--- src/rtl/setpoint_ramp.sv ---
// setpoint_ramp: rate-limited ramp of Out toward Target; define SETPOINT_RAMP_LIMIT_EN to clamp Target to +/-Limit
module setpoint_ramp #(
  parameter logic [15:0] INIT_VALUE = 16'sd0,
  parameter int DIV_WIDTH = 16
) (
  input  logic                 clk_i,
  input  logic                 reset_i,
  input  logic                 enable_i,
  input  logic [15:0]          target_i,
  input  logic [15:0]          step_i,
  input  logic [DIV_WIDTH-1:0] divider_i,
  input  logic [15:0]          limit_i,
  output logic [15:0]          out_o,
  output logic                 busy_o,
  output logic                 at_target_o,
  output logic                 strobe_o
);
  localparam logic IDLE = 1'b0;
  localparam logic RAMP = 1'b1;
  logic                 state_q, state_d;
  logic [DIV_WIDTH-1:0] cnt_q, cnt_d;
  logic [15:0]          out_q, out_d, et, stepped;
  logic                 busy_q, at_q, strobe_q, tick;
  logic [16:0]          diff, mag;
`ifdef SETPOINT_RAMP_LIMIT_EN
  logic [15:0] lim, neg_lim;
  assign lim     = limit_i[15] ? 16'h7fff : limit_i;
  assign neg_lim = -lim;
  assign et = $signed(target_i) > $signed(lim) ? lim :
              $signed(target_i) < $signed(neg_lim) ? neg_lim : target_i;
`else
  logic unused_limit;
  assign unused_limit = ^limit_i;
  assign et = target_i;
`endif
  // 17-bit distance keeps full-scale swings exact, so the final step can land on ET without wrapping
  assign diff    = {et[15], et} - {out_q[15], out_q};
  assign mag     = diff[16] ? -diff : diff;
  assign stepped = mag <= {1'b0, step_i} ? et : diff[16] ? out_q - step_i : out_q + step_i;
  assign tick    = state_q == RAMP && cnt_q == divider_i;
  // next state: disable freezes, zero step bypasses, otherwise step toward ET on each prescaler tick
  always_comb begin
    state_d = state_q;
    cnt_d   = '0;
    out_d   = out_q;
    if (!enable_i) state_d = IDLE;
    else if (step_i == '0) begin
      out_d   = et;
      state_d = IDLE;
    end else if (state_q == IDLE) state_d = out_q != et ? RAMP : IDLE;
    else if (tick) begin
      out_d   = stepped;
      state_d = stepped == et ? IDLE : RAMP;
    end else cnt_d = cnt_q + 1'b1;
  end
  // state and registered status flags
  always_ff @(posedge clk_i) begin
    if (reset_i) begin
      state_q  <= IDLE;
      cnt_q    <= '0;
      out_q    <= INIT_VALUE;
      busy_q   <= 1'b0;
      at_q     <= 1'b0;
      strobe_q <= 1'b0;
    end else begin
      state_q  <= state_d;
      cnt_q    <= cnt_d;
      out_q    <= out_d;
      busy_q   <= enable_i && step_i != '0 && out_q != et;
      at_q     <= out_q == et;
      strobe_q <= out_d != out_q;
    end
  end
  assign out_o       = out_q;
  assign busy_o      = busy_q;
  assign at_target_o = at_q;
  assign strobe_o    = strobe_q;
endmodule

--- config.mk ---
export PLATFORM = sky130hd
export DESIGN_NAME = setpoint_ramp
export DESIGN_NICKNAME = d
export VERILOG_FILES = /design/src/rtl/setpoint_ramp.sv
export SDC_FILE = /design/constraint.sdc
export NUM_CORES = 1
export LEC_CHECK = 0
export ABC_AREA = 1
export CAP_MARGIN = 20
export CORE_ASPECT_RATIO = 0.6
export CORE_MARGIN = 3
export CORE_UTILIZATION = 30
export CTS_BUF_LIST = sky130_fd_sc_hd__clkbuf_2
export CTS_CLUSTER_SIZE = 10
export DETAILED_ROUTE_END_ITERATION = 16
export PLACE_DENSITY_LB_ADDON = 0.15
export SYNTH_ARGS = -nofsm -noshare
export SYNTH_HDL_FRONTEND = slang
export SYNTH_SLANG_ARGS = --single-unit
--- constraint.sdc ---
create_clock -name clk_i -period 10.2 [get_ports clk_i]
set_input_delay 1.53 -clock clk_i [delete_from_list [all_inputs] [get_ports clk_i]]
set_output_delay 1.53 -clock clk_i [all_outputs]
set_load 0.05 [all_outputs]
; Yosys cells after proc, flatten, opt, wreduce, memory -nomap -nowiden
; Cells that the tools add are included.
; Widths: inputs -> output; s select.
[word_totals]
regBits = 36
out_inout_bits = 19
word_cells = 37
[classes]
add_sub_neg = 5
n_lt_le_gt_ge = 1
n_eq_ne = 5
muxes = 11
bitwise = 2
reduce_logical = 7
[ops]
columns = op, count
row1 = $mux 16, 6
row2 = $eq 16x16->1, 3
row3 = $ne 16x16->1, 2
row4 = $le 17x16->1, 1
row5 = $mux 17, 1
row6 = $neg 17->17, 1
row7 = $sub 16x16->17, 1
row8 = $add 16x1->16 const B, 1
row9 = $add 16x16->16, 1
row10 = $logic_not 16->1, 1
row11 = $reduce_bool 16->1, 1
row12 = $sub 16x16->16, 1
row13 = $reduce_or 5->1, 1
row14 = $mux 1, 4
row15 = $logic_and 1x1->1, 3
row16 = $reduce_or 3->1, 1
row17 = $not 1->1, 2

; Logic depth before layout (Yosys ltp)
; Gate-level depths: netlist (run 1).
[logic_depth]
word_depth = 10
mapped_depth = 44
mapped_depth_nobuf = 42

; Least setup slack after synthesis (run 1)
; No wires, ideal clock.
[synth_path]
path_kind = in2reg
start = input target_i[0]
end = register strobe_q, in the netlist strobe_o
setup_ns = 0.130
arrival_time_ns = 5.634
required_time_ns = 10.070
path_slack_ns = 4.435
path_stages = 36
path_buffers = 2
cell_sequence = inv_1 > ha_1 > fa_1 > inv_1 > nand3_1 > nand2_4 > nand2_1 > nand2_2 > nand2_1 > nand2_1 > nand2_1 > nand2_1 > clkbuf_1 > clkbuf_1 > nor2_1 > xor2_1 > ha_1 > a21oi_1 > nand2_1 > nand2_1 > nand2_1 > o21ai_0 > o21ai_0 > a21oi_1 > xor2_1 > nand2_4 > nand3_2 > nand2_1 > nand2_1 > nand2_1 > nand2_1 > nand2_1 > nor2_1 > nand2_1 > nor2_2 > a21oi_2
[synth_via]
elab_chain_cells = 10
elab_cells_between_ends = 11
[synth_rtl]
columns = element, line_no
row1 = start: declaration, 9  ; input logic [15:0] target_i,
row2 = $sub 16x16->17, 37  ; assign diff = {et[15], et} - {out_q[15], out_q};
row3 = $neg 17->17, 38  ; assign mag = diff[16] ? -diff : diff;
row4 = $mux 17, 38
row5 = $le 17x16->1, 39  ; assign stepped = mag <= {1'b0, step_i} ? et : diff[16] ? out_q - step_i : out_q + step_i;
row6 = $mux 16, 39
row7 = $mux 16, 51  ; else if (tick) begin
row8 = $mux 16, 50  ; end else if (state_q == IDLE) state_d = out_q != et ? RAMP : IDLE;
row9 = $mux 16 (*), 47  ; else if (step_i == '0) begin
row10 = $mux 16 (*), 46  ; if (!enable_i) state_d = IDLE;
row11 = $ne 16x16->1 (*), 71  ; strobe_q <= out_d != out_q;
row12 = end signal: assignment, 71
row13 = end: declaration, 23  ; logic busy_q, at_q, strobe_q, tick;
; Every way passes the cells marked *; elsewhere a longest branch is shown, timed or not.
; A chain may end at the register's enable or synchronous reset.

; Final worst setup path (run 1)
; Same ends and word-level chain as after synthesis.

==> results of run 1 <==
power breakdown:
group	switching, W	internal (W)	total, W
registers	0.000000280	0.000141	0.000142
logic	0.000174	0.0000979	0.000272
clock network	0.0000480	0.0000164	0.0000643
total	0.000222	0.000256	0.000477
state kept, by name (all words and copies together) (netlist names):
register,flops
state_q,1
out_o,16
at_target_o,1
busy_o,1
strobe_o,1
cnt_q,16
kinds of logic after synthesis:
kind of cell               Yosys count
AOI/OAI and AO/OA                  133
DFF                                 36
buffers and inverters              166
and+or+nand+nor                    512
adders and majority gates           52
xor gates and xnor gates            60
Yosys cell counts (all sizes together):
cell type	n
inv	141
nor3	15
o2111ai	2
a41oi	1
clkbuf	17
o22ai	1
nor4	8
a31oi	4
xor2	41
nor3b	7
buf	7
nand4	17
o31ai	2
o211a	1
fa	2
o21a	1
a21o	3
dfxtp	36
or2	1
o32ai	1
nor2	80
o31a	1
o21bai	1
clkinv	1
o211ai	1
nand3	104
nand2	276
nand3b	4
o21ai	26
ha	50
xnor2	19
a21oi	88
critical path: cells and delay by family:
kind	cells	cell delay, ns
and+or+nand+nor	33	3.81
buffers and inverters	6	1.30
adders and majority gates	3	0.97
xor gates and xnor gates	1	0.16
AOI/OAI and AO/OA	1	0.07
final cells by class:
| class | instances | share of cell area (%) |
|---|---|---|
| multi-input combinational | 757 | 64.5 |
| timing repair buffer | 74 | 11.2 |
| sequential | 36 | 11.0 |
| inverter | 142 | 8.13 |
| tap | 240 | 4.58 |
| clock buffer | 6 | 0.458 |
| clock inverter | 1 | 0.0764 |
| antenna | 1 | 0.0382 |
per-layer routing:
metal | vias to the layer above | track usage, % | wire length (µm)
met4 | 0 | 0.456 | 23
met5 | - | 0 | 0
met2 | 167 | 22.2 | 6330
li1 | 3232 | - | -
met1 | 2760 | 31.2 | 11100
met3 | 2 | 3.20 | 1150
how the worst max path moves through the flow:
stage	from	end	cells after the start
global placement	target_i[0]	strobe_o	44
CTS	target_i[0]	strobe_o	44
detailed placement	target_i[0]	strobe_o	44
global route	target_i[0]	strobe_o	44
finish	target_i[0]	strobe_o	44
floorplan	target_i[0]	strobe_o	36
stage by stage:
stage / setup slack (ns) / cell area [µm²] / instances / total power, W
CTS: 2.78 / 6540 / 1255 / 0.000480
global placement: 2.32 / 6500 / 1248 / 0.000411
finish: 2.62 / 6550 / 1257 / 0.000477
detailed placement: 2.32 / 6500 / 1248 / 0.000411
floorplan: 4.44 / 5610 / 959 / 0.000341
global route: 2.15 / 6550 / 1257 / 0.000526
==> summary.txt, run 1 <==
Outcome
  • Outcome: completed

Cells and area
  • Commonest non-fill, non-tap cells in the layout: nand2_1, inv_1, nand3_1
  • Layout cells sized above 1: about 4.6%
  • Filler cells: 2049
  • Seq. cell area: 721 µm²
  • Commonest non-fill, non-tap cell in the layout: nand2_1
  • Final Core Density: approximately 36%
  • Nets@finish: 1135
  • Layout area overhead: 16.8%
  • Area of the multi-input gates: 4230 µm²

GRT
  • Aggregate global routing overflow: 0
  • Number of global-route vias before repair: 5412
  • First-pass GRT wire length: slightly below 30000 µm
  • GRT Util Overall: 17.8%
  • Largest net degree at the start of global routing: 41
  • Initial antenna violation count: 1

Yosys
  • Syn Inst Count: between 900 and 1000
  • Seq/Total Area, Yosys: between 10% and 20%
  • Synth top area cells: nand2_1, dfxtp_1, ha_1
  • Post-synth cell types: 47
  • Post-synthesis compound-gate area fraction: 12.9%
  • Area share of the largest cell type after synthesis: 17.5%
  • Largest area contributor in the netlist: nand2_1
  • Post-synthesis simple-gate area fraction: between 40% and 50%
  • Syn_area_per_cell: 5.85 µm²
  • Syn Nets: 1078
  • Largest family of logic cells by synthesized area: simple AND/OR/NAND/NOR gates
  • Post-synthesis xor/xnor area fraction: 9.64%
  • Multiplexer share of the synthesized area: 0%
  • FF+latch count, synth: 36
  • YS warnings: 0
  • Adder-Cell Fraction of Synth Area: 11.9%
  • Cell Area, Synth: 5610 µm²

Setup path
  • R2r setup slk: 3.59 ns
  • FF-to-FF path depth: 41
  • Critical Path AT: 7.88 ns
  • Worst reg2reg startpoint: out_o[8]
  • Crit path max-delay cell type: nand2_4
  • Crit. End Element: flop
  • Reg-to-reg endpoint: strobe_o
  • Largest stage delay, worst path: roughly 0.50 ns
  • Most frequent CP cell: nand2_1
  • Crit Path Max Fanout: 31
  • Startpoint types: input pin
  • Critical path class: input pin to flop
  • Required @ worst endpoint: 10.49 ns

Timing
  • Max-slew headroom: 47.9%
  • Worst hold margin: 0.508 ns
  • Max-slew violation count: 0
  • Worst Max-Slew Pin Slew: 0.781 ns
  • Tcrit/Tclk final: about three quarters
  • RSZ-0062 raised after global routing: false
  • Clk_skew: 0.00684 ns
  • Post-route setup TNS: 0 ns
  • Crit path time final: 7.58 ns
  • Final hold vios: 0
  • Final setup fails: 0
  • Achievable Freq: 132 MHz

Clock network
  • PostCTS Resize Cnt: 0
  • Root buf cell: clkbuf_2
  • CTS tree: done
  • Setup Buffers After CTS: 0
  • Clock buffer depth: 2
  • H-tree Lvls: 2
  • Worst-Skew Late Latency: a little under 0.4 ns
  • CTS Sinks: 36
  • CTS Buf Count: 5
  • Hold_buf cts: 0
  • Worst-path clk slew: ~0.17 ns

Floorplanning
  • Die W: between 150 and 200 µm
  • DIE AREA: about 20000 µm²
  • Die Y: 112 µm
  • I/O pin count: 86
  • Initial Util: 30.8%
  • Core area: 18200 µm²
  • Cell Rows: 38

Min path
  • Min-delay src: cnt_q[0]
  • Worst min-delay path class: flop to flop
  • Worst Hold Endpoint: cnt_q[0]
  • Hold path depth: 1

Power
  • Worst ir drop on vdd: 0.0000403 V
  • Leak pwr: 3.19 nW
  • Cell Pwr Density: 72.9 nW/µm²

Routing
  • DR DRC count: 0
  • Final WL: 18600 µm
  • WL/cell: 14.8 µm
  • Drt pass-1 iters: 5
  • Initial DRC Count: 551
  • Routed vias: roughly 6000
  • Post-route ant nets: 0
  • Drt via density: a little under 5

Job
  • Max cap viols: 0

Place
  • # port buffers: between 60 and 70
  • GP Congestion: 0.880
  • HPWL after DPL: 15700 µm
(Power assumes the default switching activity.)
==> run 2: changes to the inputs <==
==> constraint.sdc (replaced) <==
create_clock -name clk_i -period 6.9 [get_ports clk_i]
set_input_delay 1.035 -clock clk_i [delete_from_list [all_inputs] [get_ports clk_i]]
set_output_delay 1.035 -clock clk_i [all_outputs]
set_load 0.05 [all_outputs]
==> summary.txt, run 2 (synthesized netlist as in run 1, its figures left out) <==
Outcome
  • Outcome: completed

Power
  • Int Power: 0.000386 W (+51%)
  • Clk network pwr share: 13.7% (+0.2 points)
  • Power share of the sequential group: 29.2% (-0.5 points)
  • Leak pwr: 3.22 nW (+0.81%)
  • Combinational Power Share: 57.1% (+0.2 points)
  • Net Sw Frac: 46.2% (-0.30 points)
  • Worst ir drop on vdd: 0.0000484 V (+20%)
  • Cell Pwr Density: 109 nW/µm² (+49%)
  • P_sw: 0.000331 W (+49%)

Routing
  • Drt pass-1 iters: 5 (unchanged)
  • Routed vias: 6154 (-0.11%)
  • Final WL: 18900 µm (+2.1%)
  • WL/cell: 15.0 µm (+1.6%)
  • Post-route ant nets: 0 (unchanged)
  • Initial DRC Count: 514 (-6.7%)
  • Drt via density: 4.87 (-0.59%)
  • DR DRC count: 0 (unchanged)

Floorplanning
  • DIE AREA: 20400 µm² (unchanged)
  • Die W: 183 µm (unchanged)
  • Die Y: 112 µm (unchanged)
  • Core area: 18200 µm² (unchanged)
  • Cell Rows: 38 (unchanged)
  • Initial Util: 30.8% (unchanged)
  • I/O pin count: 86 (unchanged)

GRT
  • M3 GR Usage: 4.44% (+1.2 points)
  • GR Layer Usage met1: 31.7% (+0.45 points)
  • Initial antenna violation count: 1 (unchanged)
  • Grt met2 use: 23.5% (+1.2 points)
  • Largest net degree at the start of global routing: 41 (unchanged)
  • GRT Util Overall: 18.6% (+0.86 points)
  • GRT busiest layer: met1
  • Aggregate global routing overflow: 0 (unchanged)
  • Number of global-route vias before repair: 5704 (+5.4%)
  • First-pass GRT wire length: 30700 µm (+4.6%)

Setup path
  • Crit. End Element: flop
  • Required @ worst endpoint: 7.22 ns (-3.27 ns)
  • Largest stage delay, worst path: 0.49 ns (about the same)
  • Critical Path AT: 6.38 ns (-1.50 ns)
  • Worst reg2reg startpoint: out_o[8]
  • Critical path class: input pin to flop
  • Crit path max-delay cell type: clkdlybuf4s50_1
  • Most frequent CP cell: nand2_1
  • Crit Path Max Fanout: 18 (-42%)
  • Startpoint types: input pin
  • R2r setup slk: 1.32 ns (-2.27 ns)
  • Reg-to-reg endpoint: state_q
  • FF-to-FF path depth: 39 (-4.9%)

Cells and area
  • Commonest non-fill, non-tap cell in the layout: nand2_1
  • Layout area overhead: 17.6%
  • Nets@finish: 1140 (+0.44%)
  • Post-route insts no fill: 1263 (+0.48%)
  • Commonest non-fill, non-tap cells in the layout: nand2_1, inv_1, nand3_1
  • Layout cells sized above 1: 5.09% (+0.46 points)
  • Final Core Density: 36.2% (+0.23 points)

Timing
  • Max-slew headroom: 53.8% (+5.9 points)
  • Max-slew violation count: 0 (unchanged)
  • Clk_skew: 0.0189 ns (+0.0120 ns)
  • Final hold vios: 0 (unchanged)
  • Achievable Freq: 165 MHz
  • Worst Max-Slew Pin Slew: 0.688 ns (-0.0932 ns)
  • Crit path time final: 6.06 ns
  • RSZ-0062 raised after global routing: false
  • Final WS setup: 0.840 ns (-1.78 ns)
  • Post-route setup TNS: 0 ns (unchanged)
  • Final setup fails: 0 (unchanged)
  • Tcrit/Tclk final: 87.8%

Place
  • GP Congestion: 0.869 (-1.2%)
  • # port buffers: 69 (unchanged)
  • HPWL after DPL: 16000 µm (+1.6%)
  • Cells after DPL: 1253 (+0.40%)
  • Pre-CTS WS: 0.485 ns (-1.83 ns)

Clock network
  • CTS tree: done
  • H-tree Lvls: 2 (unchanged)
  • CTS Buf Count: 5 (unchanged)
  • Setup Buffers After CTS: 0 (unchanged)
  • Root buf cell: clkbuf_2
  • Worst-path clk slew: 0.18 ns (about the same)
  • Worst-Skew Late Latency: 0.40 ns (about the same)
  • CTS Sinks: 36 (unchanged)
  • Hold_buf cts: 0 (unchanged)
  • PostCTS Resize Cnt: 0 (unchanged)
  • Clock buffer depth: 2 (unchanged)

Min path
  • Min-delay src: cnt_q[0]
  • Worst min-delay path class: flop to flop
  • Worst Hold Endpoint: cnt_q[0]
  • Hold path depth: 1 (unchanged)

Job
  • Max cap viols: 0 (unchanged)
==> run 2: cell types whose count changed in the layout (fill, tap and decap cells not counted) <==
cell,before,now
clkinv_1,1,2
clkbuf_2,6,7
clkinv_2,1,0
buf_4,4,9
==> run 2: final cells by class <==
class                   instances  area [µm²]
diodes                          1        2.50
clock buffers                   7        35.0
clock inverters                 1        3.75
fillers                      2029       11600
inverters                     142         533
multi-input cells             757        4230
flip-flops and latches         36         721
well taps                     240         300
repair buffers                 79         773
==> run 2: through the flow <==
step	area [µm²]	power, W	hold WS (ns)
after floorplan	5610	0.000503	0.440
after global placement	6540	0.000615	0.475
after detailed placement	6540	0.000616	0.489
after CTS	6580	0.000720	0.529
after global routing	6600	0.000789	0.555
final	6600	0.000718	0.526
==> run 2: power by group through the flow <==
| stage | combinational, W | sequential [W] | clock [W] |
|---|---|---|---|
| 2_1_floorplan | 0.000289 | 0.000215 | 0 |
| 3_3_place_gp | 0.000401 | 0.000214 | 0 |
| 3_5_place_dp | 0.000402 | 0.000214 | 0 |
| 4_1_cts | 0.000405 | 0.000209 | 0.000106 |
| 5_1_grt | 0.000463 | 0.000210 | 0.000116 |
| 6_report | 0.000410 | 0.000209 | 0.0000985 |
==> run 2: worst max-delay path, delay by kind of cell <==
kind,cells,cell delay (ns)
fa+ha+maj,3,0.96
buf+inv,7,1.24
compound gates,1,0.17
xor+xnor,1,0.15
simple gates,30,2.83
==> run 2: layer usage <==
metal | vias to the layer above | wire [µm] | share of wire, %
met4 | 0 | 96 | 0.51
met3 | 6 | 1300 | 6.9
li1 | 3248 | - | -
met1 | 2748 | 11100 | 59
met2 | 152 | 6400 | 34
met5 | - | 0 | 0
==> run 2: worst max path at each step <==
| stage | end | slack, ns | from | cells after the start |
|---|---|---|---|---|
| after detailed placement | state_q | 0.48 | target_i[0] | 42 |
| final | state_q | 0.84 | target_i[0] | 42 |
| after global placement | strobe_o | 0.45 | target_i[0] | 36 |
| after floorplan | strobe_o | 1.63 | target_i[0] | 36 |
| after global routing | strobe_o | 0.33 | target_i[0] | 36 |
| after CTS | state_q | 0.92 | target_i[0] | 42 |
